$ cat src/rtl/water_fill_controller_pkg.sv
// Shared types and constants for the washer water-level path.
// Also used by the load-size detection block.
package water_fill_controller_pkg;

  localparam int LEVEL_W = 10;

  localparam logic [LEVEL_W-1:0] LOAD_SMALL = LEVEL_W'(20);
  localparam logic [LEVEL_W-1:0] LOAD_MED   = LEVEL_W'(50);
  localparam logic [LEVEL_W-1:0] LOAD_LARGE = LEVEL_W'(80);

  typedef enum logic [2:0] {
    S_IDLE  = 3'd0,
    S_FILL  = 3'd1,
    S_HOLD  = 3'd2,
    S_DRAIN = 3'd3,
    S_FAULT = 3'd4
  } wf_state_t;

endpackage

$ cat src/rtl/water_fill_controller_timer.sv
// Saturating phase timer for fill and drain phases.
// expired is high once count has reached LIMIT.
module wm_phase_timer #(
  parameter int unsigned LIMIT = 599,
  parameter int W = 10
) (
  input  logic         clk,
  input  logic         reset,
  input  logic         clear,
  input  logic         enable,
  output logic [W-1:0] count,
  output logic         expired
);

  assign expired = (count == W'(LIMIT));

  // Count up while enabled, hold at LIMIT, never wrap.
  always_ff @(posedge clk) begin
    if (reset || clear) begin
      count <= '0;
    end else if (enable && !expired) begin
      count <= count + W'(1);
    end
  end

endmodule

$ cat src/rtl/water_fill_controller.sv
// Tub fill / hold / drain sequencer with phase timeout.
// Outputs are registered and follow the state being entered.
module water_fill_controller
  import water_fill_controller_pkg::*;
#(
  parameter int unsigned TIMEOUT_CYCLES = 600,
  parameter int unsigned HYSTERESIS = 4
) (
  input  logic               clk,
  input  logic               reset,
  input  logic               start,
  input  logic [LEVEL_W-1:0] target_level,
  input  logic [LEVEL_W-1:0] level_sensor,
  input  logic               drain_req,
  input  logic               abort,
  output logic               valve_open,
  output logic               drain_open,
  output logic               fill_done,
  output logic               drain_done,
  output logic               fault,
  output logic [2:0]         state
);

  localparam int TW =
    (TIMEOUT_CYCLES > 2) ? $clog2(TIMEOUT_CYCLES) : 1;

  wf_state_t          st;
  logic [LEVEL_W-1:0] tgt;
  logic [LEVEL_W:0]   low_sum;
  logic               need_refill;
  logic               at_target;
  logic               tmr_clear;
  logic               tmr_en;
  logic               tmr_expired;
  logic [TW-1:0]      tmr_count;

  assign state       = st;
  assign low_sum     = {1'b0, level_sensor}
                     + (LEVEL_W+1)'(HYSTERESIS);
  assign need_refill = low_sum < {1'b0, tgt};
  assign at_target   = level_sensor >= tgt;

  // Timer runs only in FILL/DRAIN; zeroed elsewhere and on abort.
  always_comb begin
    tmr_en    = 1'b0;
    tmr_clear = 1'b1;
    if (st == S_FILL || st == S_DRAIN) begin
      tmr_en    = 1'b1;
      tmr_clear = (st == S_FILL) && abort;
    end
  end

  wm_phase_timer #(
    .LIMIT (TIMEOUT_CYCLES - 1),
    .W     (TW)
  ) u_timer (
    .clk     (clk),
    .reset   (reset),
    .clear   (tmr_clear),
    .enable  (tmr_en),
    .count   (tmr_count),
    .expired (tmr_expired)
  );

  // Main sequencer with registered outputs.
  always_ff @(posedge clk) begin
    if (reset) begin
      st         <= S_IDLE;
      tgt        <= '0;
      valve_open <= 1'b0;
      drain_open <= 1'b0;
      fill_done  <= 1'b0;
      drain_done <= 1'b0;
      fault      <= 1'b0;
    end else begin
      fill_done  <= 1'b0;
      drain_done <= 1'b0;
      unique case (st)
        S_IDLE: begin
          if (start && target_level != '0) begin
            tgt        <= target_level;
            st         <= S_FILL;
            valve_open <= 1'b1;
          end
        end
        S_FILL: begin
          if (abort) begin
            st         <= S_DRAIN;
            valve_open <= 1'b0;
            drain_open <= 1'b1;
          end else if (at_target) begin
            st         <= S_HOLD;
            valve_open <= 1'b0;
            fill_done  <= 1'b1;
          end else if (tmr_expired) begin
            st         <= S_FAULT;
            valve_open <= 1'b0;
            drain_open <= 1'b0;
            fault      <= 1'b1;
          end
        end
        S_HOLD: begin
          if (abort || drain_req) begin
            st         <= S_DRAIN;
            drain_open <= 1'b1;
          end else if (need_refill) begin
            st         <= S_FILL;
            valve_open <= 1'b1;
          end
        end
        S_DRAIN: begin
          if (level_sensor == '0) begin
            st         <= S_IDLE;
            drain_open <= 1'b0;
            drain_done <= 1'b1;
          end else if (tmr_expired) begin
            st         <= S_FAULT;
            drain_open <= 1'b0;
            fault      <= 1'b1;
          end
        end
        S_FAULT: begin
          valve_open <= 1'b0;
          drain_open <= 1'b0;
          fault      <= 1'b1;
        end
        default: begin
          st         <= S_IDLE;
          valve_open <= 1'b0;
          drain_open <= 1'b0;
        end
      endcase
    end
  end

endmodule

$ cat config.mk
export PLATFORM = sky130hd
export DESIGN_NAME = water_fill_controller
export DESIGN_NICKNAME = d
export VERILOG_FILES = /design/src/rtl/water_fill_controller_pkg.sv /design/src/rtl/water_fill_controller_timer.sv /design/src/rtl/water_fill_controller.sv
export SDC_FILE = /design/constraint.sdc
export NUM_CORES = 1
export LEC_CHECK = 0
export BUFFER_PORTS_ARGS = -buffer_cell sky130_fd_sc_hd__clkbuf_2
export CORE_MARGIN = 4
export CORE_UTILIZATION = 40
export CTS_CLUSTER_DIAMETER = 50
export DETAILED_ROUTE_END_ITERATION = 8
export HOLD_SLACK_MARGIN = 0.03
export PLACE_DENSITY = 0.64
export SKIP_CTS_REPAIR_TIMING = 1
export SYNTH_ARGS = -nofsm -noshare
export SYNTH_HDL_FRONTEND = slang
export SYNTH_SLANG_ARGS = --single-unit
$ cat constraint.sdc
create_clock -name clk -period 6.7 [get_ports clk]
set_clock_uncertainty 0.2 [all_clocks]
set_input_delay 1.34 -clock clk [delete_from_list [all_inputs] [get_ports clk]]
set_output_delay 1.34 -clock clk [all_outputs]
set_load 0.01 [all_outputs]
==> results.py <==
metrics = {
    "setup_path": {
        "worstPathCellList": "clkbuf_2 > and3_1 > nand3_1 > or2_2 > xnor2_1 > ha_1 > nand3_1 > nor3_1 > o21ai_0 > o211ai_1 > nand4_1 > a311oi_1",
        "rrSetupSlack_ns": 4.42,
        "path_class": "in -> reg",
        "critPathMaxFanout": 5,
        "reg2reg_depth": 7,
        "crit_path_frequent_cell": "nand3_1",
        "cp.arrival_ns": 3.37,
        "cp.required_ns": 6.70,
        "slowest_delay_ns": 0.32,
        "r2r-start": "tgt[9]",
        "start_kind": "primary input",
        "end_kind": "flop",
        "critPathSlowestCell": "or2_2",
        "r2r_end": "drain_open",
    },
    "layout": {
        "diodes": 0,
        "area_delta_synth_final_pct": 10.9,
        "fill_cells": 455,
        "fin_nets": 300,
        "layout-drive-gt1-share_pct": 16.2,
        "final_cell_mix": "nor2_1 (33), clkbuf_2 (32), dfxtp_1 (28)",
        "fin_util_pct": 47.1,
        "final_common_cell": "nor2_1",
    },
    "timing": {
        "min_period_ns": 3.38,
        "hold_viol": 0,
        "setup_ws_ns": 3.32,
        "relSlewSlack_pct": 65.4,
        "setup-tns-final_ns": 0,
        "final-setup-viol-count": 0,
        "slew_violations": 0,
        "rsz0062_at_grt": "no",
        "max_freq_mhz": 296,
        "tightestPinTransition_ns": 0.517,
        "period_share_pct": 50.4,
    },
    "logic_synthesis": {
        "synth_top_area_cell": "dfxtp_1",
        "syn-num-nets": 268,
        "synth_enable_flop_cells": 0,
        "ys.flop_type": "dfxtp_1",
        "ys_async_sr_fraction_pct": 0,
        "synth.ff_latch_count": 28,
        "synth_cell_types": 43,
        "ys_warn_count": 0,
        "synth.cell_area_um2": 1900,
        "avgSynthCellArea_um2": 8.56,
        "synth-seq-area-share_pct": 29.5,
        "synth_top_cell_area_share_pct": 29.5,
        "synth_area_leaders": "dfxtp_1 (29%), ha_1 (14%), nor2_1 (6.5%), mux2i_1 (5.8%), xor2_1 (4.6%)",
        "postSynthCellCount": 222,
    },
    "hold_path": {
        "min_from": "fault",
        "hold_depth": 2,
        "hold_path_class": "reg -> reg",
        "worstHoldEndpoint": "fault",
    },
    "floorplan": {
        "die_h_um": 76.9,
        "io-pin-count": 33,
        "die_area_um2": 5920,
        "floorplan.initialDensity_pct": 42.5,
        "std_cell_rows": 24,
        "core_um2": 4470,
        "die_x_um": 76.9,
    },
    "place": {
        "hpwl_mm": 3.37,
        "place_ws_ns": 3.03,
        "gp_congestion": 0.913,
        "io_buffer_count": 32,
    },
    "clock_tree": {
        "cts_buffers": 3,
        "cts_root_buf": "clkbuf_8",
        "clk_path_buf_depth": 2,
        "cts_max_level": 1,
        "cts.sinks": 28,
        "clock_latency_ns": 0.28,
        "cts_tree": "done",
        "clkTransAtPathRegs_ns": 0.10,
    },
    "power_and_ir_drop": {
        "combPwrFrac_pct": 27.1,
        "p_int_w": 0.000276,
        "ir_worst_vdd_v": 0.0000721,
        "swShare_pct": 31.2,
        "pwr-share-clk_pct": 26.1,
        "switchingPower_w": 0.000125,
        "fin_total_pwr_w": 0.000401,
        "power.leakage_nw": 0.931,
        "seqPwrFrac_pct": 46.8,
        "p_per_area_nw_per_um2": 191,
    },
    "grt": {
        "grt_pass1_vias": 1590,
        "grt_usage_pct": 14.5,
        "antenna_found_initial": 0,
        "overflow": 0,
        "grt_start_max_net_pins": 21,
        "grt_pass1_wl_mm": 7.11,
    },
    "detailed_routing": {
        "dr.pass1.iters": 4,
        "viasPerCell": 5.34,
        "vias": 1629,
        "ant_nets": 0,
        "wl_per_cell_um": 13.6,
        "drc_errors": 0,
        "wl_mm": 4.16,
        "first_iter_violations": 89,
    },
    "run_status": {
        "outcome": "completed",
    },
    "flow_run": {
        "maxCapViolations": 0,
    },
}
[sequential cells by signal, indices dropped and copies added (netlist names)]
name / flops
drain_open: 1
tgt: 10
drain_done: 1
valve_open: 1
fault: 1
fill_done: 1
state: 3
u_timer.count: 10
[kinds of logic (layout without fill, tap and decap cells)]
kind of cell             after synthesis  count (layout)  share of synthesized area (%)
multiplexers                          11              11                           5.79
XOR/XNOR                              15              15                           6.91
AND/OR/NAND/NOR                       98              98                           26.0
buffers and inverters                 21              52                           7.04
flip-flops                            28              28                           29.5
adder cells (fa/ha/maj)               21              21                           13.8
AO/OA/AOI/OAI                         28              28                           10.9
[power groups by stage]
stage                     Combinational (W)  Clock, W  Sequential (W)
after floorplan                   0.0000816         0        0.000189
after global placement             0.000108         0        0.000191
after detailed placement           0.000108         0        0.000191
after CTS                          0.000109  0.000110        0.000188
after global routing               0.000124  0.000118        0.000190
final                              0.000109  0.000105        0.000188
[worst max-delay path by stage]
stage,start,to,depth (start not counted)
after floorplan,level_sensor[6],valve_open,10
after global placement,level_sensor[6],valve_open,11
after detailed placement,level_sensor[2],valve_open,12
after CTS,level_sensor[2],valve_open,12
after global routing,level_sensor[2],state[1],12
final,level_sensor[2],state[1],12
[cells in the mapped netlist, types with 2 or more instances]
library cell and count:
nor2_1 33, dfxtp_1 28, ha_1 21, inv_1 16
nand2_1 14, mux2i_1 11, nand3_1 11, xor2_1 10
nor3_1 8, a21oi_1 7, nand4_1 5, xnor2_1 5
and3_1 4, nand2b_1 4, nor2b_1 3, o21ai_0 3
or4_1 3, a211oi_1 2, a221oi_1 2, a311oi_1 2
and4_1 2, clkbuf_1 2, nand4b_1 2, o211ai_1 2
o21a_1 2, or2_2 2, or3_1 2
[per-stage QoR]
stage,area [µm²],hold slack [ns],cells
detailed placement,2050,0.285,301
global route,2110,0.329,305
CTS,2110,0.307,305
finish,2110,0.302,305
global placement,2050,0.275,301
floorplan,1900,0.263,222
[area by class of cell]
class	count	area (µm²)	area share, %
Clock buffer	4	55.1	2.61
Inverter	16	60.1	2.85
Timing Repair Buffer	32	160	7.60
Sequential cell	28	561	26.6
Multi-Input combinational cell	173	1210	57.2
Tap cell	52	65.1	3.09
[worst max-delay path: cells and delay by family]
kind                       cells  cell delay [ns]
and+or+nand+nor                6             1.01
adders and majority gates      1             0.29
buffers and inverters          1             0.13
xor gates and xnor gates       1             0.13
AOI/OAI and AO/OA              3             0.47
[routing by layer]
| layer | vias to the layer above | track usage (%) | part of all wire [%] |
|---|---|---|---|
| li1 | 852 | - | - |
| met1 | 740 | 19.7 | 49 |
| met2 | 32 | 22.7 | 46 |
| met3 | 5 | 3.16 | 4.0 |
| met4 | 0 | 4.53 | 0.96 |
| met5 | - | 0 | 0 |
Note: power is estimated with default switching activity, not from simulation.
